==> src/rtl/event_serializer.sv <==
// Event serializer: buffers parallel DVS events in a small FIFO and streams each
// one as a 5-byte frame (header, x, y, t, checksum) on a valid/ready byte port.
module event_serializer #(
    parameter int         DEPTH   = 4,
    parameter logic [3:0] HDR_TAG = 4'hA
) (
    input  logic       clk,
    input  logic       rst_n,
    input  logic       ev_valid,
    input  logic [7:0] x,
    input  logic [7:0] y,
    input  logic [7:0] t,
    input  logic       p,
    output logic [7:0] tx_data,
    output logic       tx_valid,
    input  logic       tx_ready,
    input  logic       drop_clr,
    output logic [7:0] drop_cnt,
    output logic       busy
);

    localparam int AW = (DEPTH > 1) ? $clog2(DEPTH) : 1;
    localparam int CW = AW + 1;
    localparam logic [CW-1:0] FULL_COUNT = CW'(DEPTH);

    typedef enum logic [2:0] {
        S_IDLE,
        S_HDR,
        S_BX,
        S_BY,
        S_BT,
        S_CHK
    } state_t;

    state_t state_reg, state_next;

    logic [24:0]   fifo_mem [DEPTH];
    logic [AW-1:0] wr_ptr_reg, rd_ptr_reg;
    logic [CW-1:0] count_reg;
    logic [24:0]   frame_reg;
    logic [7:0]    drop_cnt_reg;

    logic fifo_empty, fifo_full;
    logic pop, push, drop;

    logic       f_p;
    logic [7:0] f_x, f_y, f_t;
    logic [7:0] hdr_byte, chk_byte;

    assign fifo_empty = (count_reg == '0);
    assign fifo_full  = (count_reg == FULL_COUNT);

    // A pop either starts a frame from idle or chains the next frame onto an
    // accepted checksum byte, so a full FIFO can still take a push that cycle.
    assign pop  = ~fifo_empty & ((state_reg == S_IDLE) | ((state_reg == S_CHK) & tx_ready));
    assign push = ev_valid & (~fifo_full | pop);
    assign drop = ev_valid & ~push;

    assign f_p = frame_reg[24];
    assign f_x = frame_reg[23:16];
    assign f_y = frame_reg[15:8];
    assign f_t = frame_reg[7:0];

    assign hdr_byte = {HDR_TAG, 3'b000, f_p};
    assign chk_byte = hdr_byte ^ f_x ^ f_y ^ f_t;

    always_comb begin
        state_next = state_reg;
        case (state_reg)
            S_IDLE: if (!fifo_empty) state_next = S_HDR;
            S_HDR:  if (tx_ready) state_next = S_BX;
            S_BX:   if (tx_ready) state_next = S_BY;
            S_BY:   if (tx_ready) state_next = S_BT;
            S_BT:   if (tx_ready) state_next = S_CHK;
            S_CHK:  if (tx_ready) state_next = fifo_empty ? S_IDLE : S_HDR;
            default: state_next = S_IDLE;
        endcase
    end

    always_comb begin
        tx_data  = 8'h00;
        tx_valid = 1'b1;
        case (state_reg)
            S_HDR: tx_data = hdr_byte;
            S_BX:  tx_data = f_x;
            S_BY:  tx_data = f_y;
            S_BT:  tx_data = f_t;
            S_CHK: tx_data = chk_byte;
            default: tx_valid = 1'b0;
        endcase
    end

    assign busy     = tx_valid | ~fifo_empty;
    assign drop_cnt = drop_cnt_reg;

    // Storage carries no reset; pointers and count define what is valid.
    always_ff @(posedge clk) begin
        if (push) begin
            fifo_mem[wr_ptr_reg] <= {p, x, y, t};
        end
    end

    always_ff @(posedge clk) begin
        if (!rst_n) begin
            state_reg  <= S_IDLE;
            wr_ptr_reg <= '0;
            rd_ptr_reg <= '0;
            count_reg  <= '0;
            frame_reg  <= '0;
        end else begin
            state_reg <= state_next;
            if (push) begin
                wr_ptr_reg <= wr_ptr_reg + 1'b1;
            end
            if (pop) begin
                frame_reg  <= fifo_mem[rd_ptr_reg];
                rd_ptr_reg <= rd_ptr_reg + 1'b1;
            end
            case ({push, pop})
                2'b10:   count_reg <= count_reg + 1'b1;
                2'b01:   count_reg <= count_reg - 1'b1;
                default: count_reg <= count_reg;
            endcase
        end
    end

    // A clear coinciding with a drop leaves that drop counted.
    always_ff @(posedge clk) begin
        if (!rst_n) begin
            drop_cnt_reg <= 8'h00;
        end else if (drop_clr) begin
            drop_cnt_reg <= {7'b0, drop};
        end else if (drop && (drop_cnt_reg != 8'hFF)) begin
            drop_cnt_reg <= drop_cnt_reg + 1'b1;
        end
    end

endmodule
==> config.mk <==
export PLATFORM = sky130hd
export DESIGN_NAME = event_serializer
export DESIGN_NICKNAME = d
export VERILOG_FILES = /design/src/rtl/event_serializer.sv
export SDC_FILE = /design/constraint.sdc
export NUM_CORES = 1
export LEC_CHECK = 0
export ABC_AREA = 1
export ABC_CLOCK_PERIOD_IN_PS = 2200
export BUFFER_PORTS_ARGS = -buffer_cell sky130_fd_sc_hd__buf_2
export CORE_AREA = 2 2 90 179
export DETAILED_ROUTE_END_ITERATION = 8
export DIE_AREA = 0 0 92 181
export PLACE_DENSITY_LB_ADDON = 0.3
export SYNTH_ARGS = -nofsm -noshare
export SYNTH_HDL_FRONTEND = slang
export SYNTH_SLANG_ARGS = --single-unit
==> constraint.sdc <==
create_clock -name clk -period 2.2 [get_ports clk]
set_clock_uncertainty 0.05 [all_clocks]
set_input_delay 0.22 -clock clk [delete_from_list [all_inputs] [get_ports clk]]
set_output_delay 0.22 -clock clk [all_outputs]
set_load 0.02 [all_outputs]
---- Yosys cells after proc, flatten, opt, wreduce, memory -nomap -nowiden ----
Memory sizes are Yosys's and may differ from the RTL's. A register that Yosys moved wholly into a read port is not among the register bits.
Index checks and enable logic that the tools add are counted.
operators by class
  multipliers ............................. 0
  reductions and logical operators ........ 9
  bitwise gates (word level) .............. 14
  mux-type cells .......................... 15
  equality and inequality tests ........... 15
  shift operators ......................... 0
  order comparisons ....................... 0
  div/mod/pow operators ................... 0
  $add $sub $neg .......................... 5
operators with widths
  cell                 number
  $pmux 8 s5           1
  $xor 8x8->8          3
  $mux 3               6
  $pmux 3 s6           1
  $ne 2x2->1 const B   6
  $eq 3x3->1 const B   3
  $add 8x1->8 const B  1
  $ne 8x8->1 const B   1
  $eq 3x2->1 const B   2
  $logic_not 3->1      2
  $mux 1               6
  $pmux 3 s2           1
  $reduce_and 6->1     1
  $reduce_or 5->1      1
  $add 2x1->2 const B  2
  $and 1x1->1          4
  $not 1->1            4
  $reduce_bool 2->1    2
  $add 3x1->3 const B  1
  $eq 3x1->1 const B   1
  $or 1x1->1           3
  $sub 3x1->3 const B  1
  $eq 2x1->1 const B   1
  $eq 2x2->1 const B   1
  3 further kinds      3
word-level totals
  bits in writable memories ............... 100
  register bits ........................... 18
  bits in latches ......................... 0
  output and inout port bits .............. 18
  ROM bits ................................ 0
  input bits .............................. 30
  memories kept ........................... 1
memory list
  name      words  bits a word  rd ports  clocked after Yosys merged registers in  wr ports  line  RTL
  fifo_mem  4      25           1         1                                        1         37    logic [24:0] fifo_mem [DEPTH];

---- Depth between registers and ports, before layout ----
Gate-level depths: netlist of the first run.
  depth in word-level cells ............... 11
  mapped depth ............................ 13
  depth with buffers taken out ............ 12

---- Worst setup path after synthesis of the first run ----
OpenSTA, ideal clock, no wires.
  path kind ............................... register to register
  start ................................... reg state_reg[0]
  end ..................................... mem fifo_mem[0][0] (enable)
  path buffers ............................ 1
  setup slack ............................. -161 ps
  arrival time ............................ 1905 ps
  period minus slack after synthesis ...... 2361 ps
  setup time .............................. 407 ps
  cell stages (with the launch flop) ...... 7
  cell sequence ........................... dfxtp_1 -> buf_4 -> inv_2 -> nand3_4 -> nand3b_1 -> nand2_2 -> nor2_1
between the ends
  cells in the longest elaborated chain, start to end .. 8
  elaborated cells between the ends (all ways) .. 9
RTL lines
  element                           line  RTL
  start: declaration                35    state_t state_reg, state_next;
  start signal: assignment          111   state_reg <= state_next;
  $eq 3x3->1                        55    assign pop = ~fifo_empty & ((state_reg == S_IDLE) | ((state_reg == S_CHK) & tx_ready));
  $and 1x1->1                       55
  $or 1x1->1 (*)                    55
  $and 1x1->1 (*)                   55
  $or 1x1->1 (*)                    56    assign push = ev_valid & (~fifo_full | pop);
  $and 1x1->1 (*)                   56
  $mux 1 (*)                        98    if (push) begin
  $mux 1 (implied by the code) (*)  99    fifo_mem[wr_ptr_reg] <= {p, x, y, t};
  end: declaration                  37
Every way passes the cells marked *; elsewhere a longest branch is shown, timed or not.

---- Worst setup path after layout of the first run ----
  start ................................... reg state_reg[1]
  end ..................................... out tx_data[0]
between the ends
  cells in the longest elaborated chain, start to end .. 2
  elaborated cells between the ends (all ways) .. 6
RTL lines
  element                                   line  RTL
  $eq 3x3->1, or another cell as far along  83    case (state_reg)
  $pmux 8 s5 (*)                            83
  end: declaration                          14    output logic [7:0] tx_data,
Marks and branches as above.

==> flow_summary.yaml, run 1 <==
outcome:
  outcome: "finished clean"
global_route:
  use_met1_pct: 17.0
  grt-busiest-layer: "met2"
  grt_pass1_wl_microns: 21100
  grt_max_degree: 54
  use_met2_pct: 29.9
  grt_overflow: 0
  antenna_found_initial: 0
  grt_usage_pct: 16.3
  grt_pass1_vias: 4345
  gr-usage-met3_pct: 3.84
final_layout:
  diodes: 0
  largest_reg_flops: 100
  nets: 686
  drive_gt1_share_pct: 17.3
  instances_no_fill: 861
  areaGrowthSynthToFinish_pct: 22.4
  final_core_util_pct: 48.5
min_path:
  hp-class: "input pin to register"
  hold_path_end: "drop_cnt[1]$_SDFFE_PP0P_"
  min_from: "drop_clr"
  holdPathStages: 4
sta:
  fmax_mhz: 488
  slew_violations: 0
  worst_pin_slew_ps: 573
  setup_viol: 0
  slew_headroom_pct: 61.8
  final.period_utilization_pct: 93.1
  period_needed_ps: 2050
  rsz0062_at_grt: "no"
  final-hold-violation-count: 0
  hold_ws_ps: 64.2
  setup_slack_ps: 152
pwr:
  power_frac_comb_pct: 30.5
  p_clk_share_pct: 30.0
  p_sw_share_pct: 34.2
  leakage_nw: 2.79
  power.switching_mw: 3.04
  intPower_mw: 5.84
  ir_drop_uv: 621
  powerDensity_mw_per_mm2: 1200
  pwr-share-seq_pct: 39.5
setup_path:
  path_buf_inv: 3
  worst_path_max_delay_cell: "dfxtp_1"
  cp_top_family: "buffers and inverters"
  critPathKind: "register to primary output"
  critPathCaptureType: "primary output"
  r2r_start: "state_reg[1]$_SDFFE_PN0P_"
  required_ps: 1930
  ff2ff_path_depth: 11
  crit_top_cell: "nand2_1"
  path_max_fanout: 9
  reg2reg_slack_ps: 330
  crit_path_start_kind: "register"
  arrival_ps: 1780
  slowest_delay_ps: 330
  path_cells: "inv_2, nor2_1, nand2_1, clkinv_2, a221oi_1, nand2_1, buf_2"
  r2r_end: "count_reg[2]$_SDFFE_PN0P_"
synth:
  avgSynthCellArea_sq_um: 10.5
  synth_edf_count: 100
  synth_top_family_by_area: "simple AND/OR/NAND/NOR gates"
  synth_fa_ha_area_share_pct: 1.37
  synth-compound-area-share_pct: 12.2
  ys_types: 39
  synth_mux_area_share_pct: 0
  synthArstFlopShare_pct: 0
  synth-simple-area-share_pct: 15.3
  syn_area_sq_mm: 0.00603
  synth-warning-count: 0
  synth-main-ff-cell: "edfxtp_1"
  synth-seq-area-share_pct: 64.0
  synth_seq_cells: 143
  synth_xor_area_share_pct: 2.90
  synth_fp_nets: 608
  synthesis.instances: 572
route:
  vias: 4325
  ant_nets: 0
  first_pass_iters: 4
  drt_iter0_drc: 193
  viasPerCell: 5.02
  routed_wl_microns: 12600
  drc: 0
  avgRoutedWirePerCell_microns: 14.6
clocking:
  clk_latency_ps: 420
  cts.sinks: 143
  cts.htree.levels: 4
  numCtsBuffers: 17
  cts_root_buffer: "clkbuf_16"
  cts_tree: "yes"
  cts.path.max_buffers: 2
  clk_pin_slew_worst_paths_ps: 60
placed_design:
  port_buffers: 47
  gp_congestion: 0.831
  dp_cells: 802
  dp_slack_ps: 266
  hpwlAfterDp_microns: 8590
die:
  core_area_sq_mm: 0.0152
  die_w_microns: 92
  die_height_microns: 181
  rows: 64
  dieArea_sq_mm: 0.0167
  pin_count: 48
  start_util_pct: 39.7
flow_run:
  max_cap_viol_count: 0
-- how the worst max path moves through the flow --
stage / from / endpoint / cells past startpoint
3_3_place_gp: state_reg[0]$_SDFFE_PN0P_ / count_reg[2]$_SDFFE_PN0P_ / 10
5_1_grt: state_reg[1]$_SDFFE_PN0P_ / tx_data[0] / 7
6_report: state_reg[1]$_SDFFE_PN0P_ / tx_data[0] / 7
2_1_floorplan: state_reg[0]$_SDFFE_PN0P_ / fifo_mem[0][0]$_DFFE_PP_ / 6
4_1_cts: state_reg[0]$_SDFFE_PN0P_ / tx_data[0] / 6
3_5_place_dp: state_reg[0]$_SDFFE_PN0P_ / count_reg[2]$_SDFFE_PN0P_ / 10
-- area by class of cell --
cell class | instances | area, sq um
timing repair buffer | 84 | 651
fill | 1445 | 7830
sequential | 143 | 3870
inverter | 33 | 128
tap | 198 | 248
clock inverter | 12 | 119
multi-input combinational | 371 | 1940
clock buffer | 20 | 437
-- worst reg2reg max path: stages, from the launching register on --
cell     delay [ps]
dfxtp_1         330
inv_2           140
nand4_2         140
nand2_4         120
nand2_4          60
inv_4            50
nand2_2          60
fa_1            400
inv_1            80
nand4_2         110
a21oi_1         160
nor2_1           60
-- synthesized netlist by cell type (2+ instances only) --
library cell / count / area share (%)
a21oi_1: 14 / 1.2
a22oi_1: 5 / 0.62
buf_2: 8 / 0.66
buf_6: 3 / 0.56
clkbuf_1: 13 / 0.81
clkinv_1: 2 / 0.12
dfxtp_1: 43 / 14
edfxtp_1: 100 / 50
ha_1: 5 / 1.0
inv_1: 25 / 1.6
inv_2: 5 / 0.31
nand2_1: 52 / 3.2
nand2_2: 4 / 0.41
nand2_4: 2 / 0.37
nand3_1: 11 / 0.91
nand3b_1: 2 / 0.25
nand4_1: 4 / 0.41
nand4_2: 2 / 0.41
nor2_1: 123 / 7.7
nor2_2: 2 / 0.21
nor3_1: 2 / 0.17
o21ai_0: 77 / 6.4
o21ai_1: 10 / 0.83
o22ai_1: 25 / 2.6
xnor2_1: 10 / 1.5
xor2_1: 10 / 1.5
-- power by group through the flow --
stage | Combinational (mW) | Clock, mW | Sequential (mW)
2_1_floorplan | 2.02 | 0 | 3.46
3_3_place_gp | 2.59 | 0 | 3.54
3_5_place_dp | 2.68 | 0 | 3.56
4_1_cts | 2.73 | 2.72 | 3.51
5_1_grt | 3.06 | 2.83 | 3.56
6_report | 2.71 | 2.67 | 3.51
-- stage by stage --
stage / power [mW] / cell area (sq um) / TNS, ps
global placement: 6.14 / 6550 / 0
floorplan: 5.48 / 6030 / -16150
global route: 9.45 / 7380 / 0
CTS: 8.97 / 7360 / 0
finish: 8.89 / 7380 / 0
detailed placement: 6.24 / 6550 / 0
-- timing repair --
action | 4_1_cts | 5_1_grt
hold endpoints to repair | 100 | 0
hold buffers | 25 | 0
endpoints found under the setup margin | 2 | 7
pin swaps | 0 | 1
setup buffers | 0 | 2
resized for setup | 3 | 4
gates cloned | 0 | 0
-- kinds of logic after synthesis --
kind of cell	Yosys count
simple gates	210
flops	143
compound gates	135
buf+inv	58
xor+xnor	20
fa+ha+maj	6
-- metal layers --
layer  routed length (microns)  vias up
met5                         0        -
met4                       355        0
met3                       446       25
met2                      6810       81
met1                      4950     2070
li1                          -     2149
-- cells in the final DEF, fill, tap and decap left out, drive strengths merged, types with 2 or more instances in the layout --
| cell | count |
|---|---|
| nor2 | 127 |
| ha | 5 |
| nand3 | 13 |
| dlygate4sd3 | 25 |
| edfxtp | 100 |
| dfxtp | 43 |
| a21oi | 14 |
| o22ai | 25 |
| o21ai | 88 |
| clkbuf | 20 |
| xnor2 | 10 |
| a22oi | 5 |
| buf | 59 |
| nand4 | 6 |
| clkinv | 10 |
| inv | 32 |
| nand2 | 58 |
| nand3b | 2 |
| nor3 | 3 |
| bufinv | 2 |
| xor2 | 10 |
Note: power is estimated with default switching activity, not from simulation.
==> run 2: changes to the inputs <==
- CORE_AREA: 2 2 90 179 -> 2 2 121 134
- DIE_AREA: 0 0 92 181 -> 0 0 123 136
==> run 2 against run 1 <==
Net effect: critical path depth decreased by 1; largest power group unchanged; setup slack better by 18 ps; flip-flop and latch count did not move; critical endpoint unchanged; hold slack better by 9.2 ps; register-to-register slack got worse by 50 ps; non-clock buffer count is 3 higher; maximum frequency grew 0.89%; via count rose by 1.2%; sequential power barely moved; final cell count up 0.58%.
==> flow_summary.yaml, run 2 (synthesis gave the netlist of run 1 again) <==
min_path:
  holdPathStages: 4
  hp-class: "input pin to register"
  hold_path_end: "drop_cnt[1]$_SDFFE_PP0P_"
  min_from: "drop_clr"
global_route:
  grt_pass1_vias: 4253
  antenna_found_initial: 0
  grt_usage_pct: 16.7
  grt_pass1_wl_microns: 21100
  grt_max_degree: 54
  grt_overflow: 0
clocking:
  clk_pin_slew_worst_paths_ps: 60
  cts.htree.levels: 4
  cts_tree: "yes"
  cts_root_buffer: "clkbuf_16"
  cts.path.max_buffers: 2
  numCtsBuffers: 17
  cts.sinks: 143
  clk_latency_ps: 420
final_layout:
  fillers: 1439
  layout_common_cells: "119 x nor2_1, 100 x edfxtp_1, 77 x o21ai_0"
  multi_input_area_sq_mm: 0.00194
  largest_reg_flops: 100
  regArea_sq_mm: 0.00387
  final_area_sq_mm: 0.00742
  nets: 690
  drive_gt1_share_pct: 18.5
  instances_no_fill: 866
  areaGrowthSynthToFinish_pct: 23.0
  final_common_cell: "nor2_1"
  diodes: 0
sta:
  final.period_utilization_pct: 92.2
  hold_ws_ps: 73.3
  tns_ps: 0
  rsz0062_at_grt: "no"
  worst_pin_slew_ps: 567
  slew_headroom_pct: 62.2
  final-hold-violation-count: 0
  slew_violations: 0
  period_needed_ps: 2030
  setup_viol: 0
  fmax_mhz: 493
pwr:
  intPower_mw: 5.92
  p_total_mw: 9.00
  powerDensity_mw_per_mm2: 1210
  power.switching_mw: 3.08
  p_sw_share_pct: 34.2
  pwr-share-seq_pct: 38.9
  ir_drop_uv: 637
  p_clk_share_pct: 31.1
  leakage_nw: 2.81
  power_frac_comb_pct: 30.0
setup_path:
  cp_top_family: "flip-flops"
  path_buf_inv: 2
  reg2reg_slack_ps: 280
  ff2ff_path_depth: 13
  crit_path_start_kind: "register"
  crit_top_cell: "nand2_1"
  worst_path_max_delay_cell: "dfxtp_2"
  arrival_ps: 1760
  critPathKind: "register to primary output"
  path_max_fanout: 6
  slowest_delay_ps: 400
  r2r_end: "count_reg[2]$_SDFFE_PN0P_"
  required_ps: 1930
  r2r_start: "state_reg[1]$_SDFFE_PN0P_"
  critPathCaptureType: "primary output"
  path_cells: "nor2_1, nand2_1, clkinvlp_4, a221oi_2, nand2_1, buf_2"
route:
  avgRoutedWirePerCell_microns: 15.0
  first_pass_iters: 4
  drt_iter0_drc: 283
  drc: 0
  viasPerCell: 5.05
  ant_nets: 0
  vias: 4375
  routed_wl_microns: 13000
die:
  start_util_pct: 38.9
  die_height_microns: 136
  pin_count: 48
  rows: 48
  core_area_sq_mm: 0.0155
  die_w_microns: 123
  dieArea_sq_mm: 0.0167
placed_design:
  dp_cells: 804
  dpl_cell_area_sq_mm: 0.00652
  gp_congestion: 0.841
  port_buffers: 47
  hpwlAfterDp_microns: 8110
flow_run:
  max_cap_viol_count: 0
outcome:
  outcome: "finished clean"
[run 2: what timing repair did]
| item | in CTS | in global routing |
|---|---|---|
| gates cloned | 0 | 1 |
| hold endpoints to repair | 100 | 0 |
| hold buffers | 25 | 0 |
| gates resized for setup | 1 | 7 |
| endpoints found under the setup margin | 2 | 7 |
| pin swaps | 0 | 1 |
| buffers inserted | 0 | 5 |
[run 2: power by group through the flow]
stage	combinational (mW)	clock, mW	sequential, mW
detailed placement	2.64	0	3.55
global placement	2.56	0	3.53
finish	2.70	2.80	3.51
floorplan	2.02	0	3.46
CTS	2.69	2.84	3.50
global route	3.07	2.97	3.55
[run 2: final cells by class]
cell class,count,share of cell area [%]
repair inverters,1,0.0675
clock inverters,13,1.99
clock buffers,18,5.79
multi-input cells,371,26.2
repair buffers,87,8.74
inverters,33,1.75
flip-flops and latches,143,52.1
well taps,200,3.37
[run 2: metal layers]
metal | vias up | part of all wire, % | global-route usage, %
li1 | 2150 | - | -
met1 | 2106 | 44 | 21.5
met2 | 97 | 49 | 26.7
met3 | 22 | 5.4 | 4.53
met4 | 0 | 1.8 | 6.57
met5 | - | 0 | 0
[run 2: worst max path at each step]
stage	from	to	slack, ps	cells after the start
CTS	state_reg[2]$_SDFFE_PN0P_	tx_data[0]	10	7
detailed placement	state_reg[0]$_SDFFE_PN0P_	count_reg[2]$_SDFFE_PN0P_	310	10
global placement	state_reg[0]$_SDFFE_PN0P_	count_reg[2]$_SDFFE_PN0P_	380	10
floorplan	state_reg[0]$_SDFFE_PN0P_	fifo_mem[0][0]$_DFFE_PP_	-160	6
global route	state_reg[1]$_SDFFE_PN0P_	tx_data[3]	20	7
finish	state_reg[2]$_SDFFE_PN0P_	tx_data[0]	170	6
[run 2: through the flow]
stage               utilization [%]  worst slack, ps
detailed placement             42.1              306
floorplan                         -             -161
finish                         47.9              171
global placement               42.1              376
CTS                            47.5             14.5
global route                   47.9             21.1
[run 2: worst reg2reg max path, stage by stage, from the launching register on]
cell and delay [ps]:
dfxtp_1 330, inv_2 90, buf_4 140, nand4_2 110
nand2_4 120, nand2_4 60, inv_4 50, nand2_2 60
fa_1 400, inv_1 90, nand4_2 110, nand3_1 100
nand2_1 50, nor2_1 90
==> run 3: changes to the inputs <==
- ABC_AREA: 1 -> 0
- CORE_AREA: 2 2 121 134 -> 2 2 122 136
- DIE_AREA: 0 0 123 136 -> 0 0 124 138
- SLEW_MARGIN: default -> 25
==> run 3 against run 2 <==
Net effect: wire length shrank 2.9%; setup slack lost 64 ps; non-clock buffer count grew 3; clock power is essentially flat; synthesized cell count shrank 19%; sequential power grew 1%; critical endpoint is now count_reg[2]$_SDFFE_PN0P_; global-route usage shrank 0.88 points; largest cell class unchanged.
==> flow_summary.yaml, run 3 <==
setup_path:
  critPathCaptureType: "register"
  required_ps: 2500
  path_max_fanout: 3
  critPathKind: "register to register"
  worst_path_max_delay_cell: "or3_4"
  path_cells: "or3_4, a21oi_4, nand2_1, fa_2, nand2b_1, a21oi_1, or3b_1, a31oi_1"
  crit_path_start_kind: "register"
  arrival_ps: 2390
  slowest_delay_ps: 420
synth:
  synth-warning-count: 0
  synthArstFlopShare_pct: 0
  synth-seq-area-share_pct: 62.4
  synth-main-ff-cell: "edfxtp_1"
  synth.largest_area_cell: "edfxtp_1"
  synth_seq_cells: 143
  yosysMostFrequentCell: "edfxtp_1"
  synth_area_leaders: "edfxtp_1 48%, dfxtp_1 14%, mux4_2 9.1%"
  synthesis.instances: 462
  yosysTopAreaCellShare_pct: 48.5
  avgSynthCellArea_sq_um: 13.4
  syn_area_sq_mm: 0.00619
  ys_types: 64
  synth_edf_count: 100
  ys_top_cells_by_count: "100 x edfxtp_1, 69 x nand2_1, 43 x dfxtp_1"
  synth_fp_nets: 498
outcome:
  outcome: "finished clean"
route:
  ant_nets: 0
  vias: 3974
  viasPerCell: 5.22
  avgRoutedWirePerCell_microns: 16.5
  drc: 0
  first_pass_iters: 4
  routed_wl_microns: 12600
  drt_iter0_drc: 278
final_layout:
  diodes: 0
  drive_gt1_share_pct: 24.1
  multi_input_area_sq_mm: 0.00218
  largest_reg_flops: 100
  final_core_util_pct: 47.8
  fillers: 1444
  areaGrowthSynthToFinish_pct: 23.1
  final_common_cell: "edfxtp_1"
  nets: 580
  regArea_sq_mm: 0.00387
  layout_common_cells: "100 x edfxtp_1, 69 x nand2_1, 47 x buf_2"
sta:
  final.period_utilization_pct: 95.2
  fmax_mhz: 478
  slew_violations: 0
  setup_viol: 0
  slew_headroom_pct: 69.0
  worst_pin_slew_ps: 463
  final-hold-violation-count: 0
  period_needed_ps: 2090
pwr:
  ir_drop_uv: 654
  leakage_nw: 2.72
  powerDensity_mw_per_mm2: 1170
  p_total_mw: 8.96
clocking:
  cts.htree.levels: 4
  clk_latency_ps: 420
  cts.path.max_buffers: 2
  cts_tree: "yes"
  numCtsBuffers: 17
  cts_root_buffer: "clkbuf_16"
  clk_pin_slew_worst_paths_ps: 60
  cts.sinks: 143
global_route:
  grt_overflow: 0
  grt_max_degree: 34
  antenna_found_initial: 0
  grt_usage_pct: 15.8
  grt_pass1_wl_microns: 20400
  grt_pass1_vias: 4025
die:
  core_area_sq_mm: 0.0159
  rows: 49
  die_w_microns: 124
  dieArea_sq_mm: 0.0171
  die_height_microns: 138
  pin_count: 48
  start_util_pct: 38.9
flow_run:
  max_cap_viol_count: 0
placed_design:
  gp_congestion: 0.820
  port_buffers: 47
  hpwlAfterDp_microns: 7790
min_path:
  hp-class: "input pin to register"
==> run 3: changes by cell type after synthesis, moves of 6 or more <==
cell / delta
nor2_1: -113
o21ai_0: -71
mux4_2: +25
a21oi_1: +24
o22ai_1: -23
nand2_1: +17
inv_1: -15
mux2i_1: +15
xnor2_1: -8
o21ai_1: -7
nand2b_1: +6
nor2b_1: +6
==> run 3: worst max-delay path, delay by kind of cell (launching register included) <==
family | cells | cell delay, ps
and+or+nand+nor | 4 | 950
DFF | 1 | 350
AOI/OAI and AO/OA | 3 | 340
adders and majority gates | 1 | 340
==> run 3: cell families (layout without fill, tap and decap cells) <==
family | Yosys count | after routing | synth area share [%]
simple gates | 141 | 141 | 11.7
compound gates | 81 | 81 | 8.28
xor+xnor | 12 | 12 | 1.70
buf+inv | 37 | 132 | 2.79
mux | 41 | 41 | 11.7
flops | 143 | 143 | 62.4
fa+ha+maj | 7 | 7 | 1.49
==> run 3: report_power, final <==
part           switching, mW  internal (mW)  leakage, nW  total (mW)
Sequential             0.272           3.27         1.27        3.55
Clock                   1.12           1.68        0.266        2.81
Combinational           1.46           1.15         1.18        2.61
==> run 3: through the flow <==
stage                     setup TNS [ps]  hold WS (ps)  setup WS, ps  instance area [sq um]  cells
final                                  0          82.3           106                   7630    761
after detailed placement               0           386          32.5                   6750    704
after global routing               -10.8          98.9         -10.8                   7630    761
after global placement                 0           381           130                   6750    704
after floorplan                    -50.0           269         -50.0                   6200    462
after CTS                              0          67.7          6.45                   7590    761
==> run 3: layout make-up <==
class,count,area share [%]
flip-flops and latches,143,50.7
multi-input cells,282,28.6
repair buffers,90,9.22
clock buffers,18,5.63
well taps,204,3.35
clock inverters,14,2.07
inverters,10,0.492
==> run 3: path summary, 6_finish.rpt <==
| check | slack [ps] | endpoint | cells past startpoint | from |
|---|---|---|---|---|
| hold reg to reg | 430 | frame_reg[8]$_SDFFE_PN0P_ | 2 | frame_reg[8]$_SDFFE_PN0P_ |
| setup / recovery | 110 | count_reg[2]$_SDFFE_PN0P_ | 8 | state_reg[2]$_SDFFE_PN0P_ |
| setup reg to reg | 110 | count_reg[2]$_SDFFE_PN0P_ | 8 | state_reg[2]$_SDFFE_PN0P_ |
| hold / removal | 80 | drop_cnt[0]$_SDFFE_PN0P_ | 4 | drop_clr |
==> run 3: layer usage <==
metal | GRT usage, % | vias to the layer above | share of wire [%]
li1 | - | 1906 | -
met1 | 19.3 | 1982 | 43
met2 | 26.3 | 65 | 52
met3 | 3.47 | 21 | 3.2
met4 | 7.45 | 0 | 2.4
met5 | 0 | - | 0
==> run 3: timing repair <==
item / 4_1_cts / 5_1_grt
gates resized for setup: 2 / 9
buffers inserted: 0 / 0
hold buffers: 25 / 0
endpoints found under the hold margin: 100 / 0
setup endpoints to repair: 2 / 7
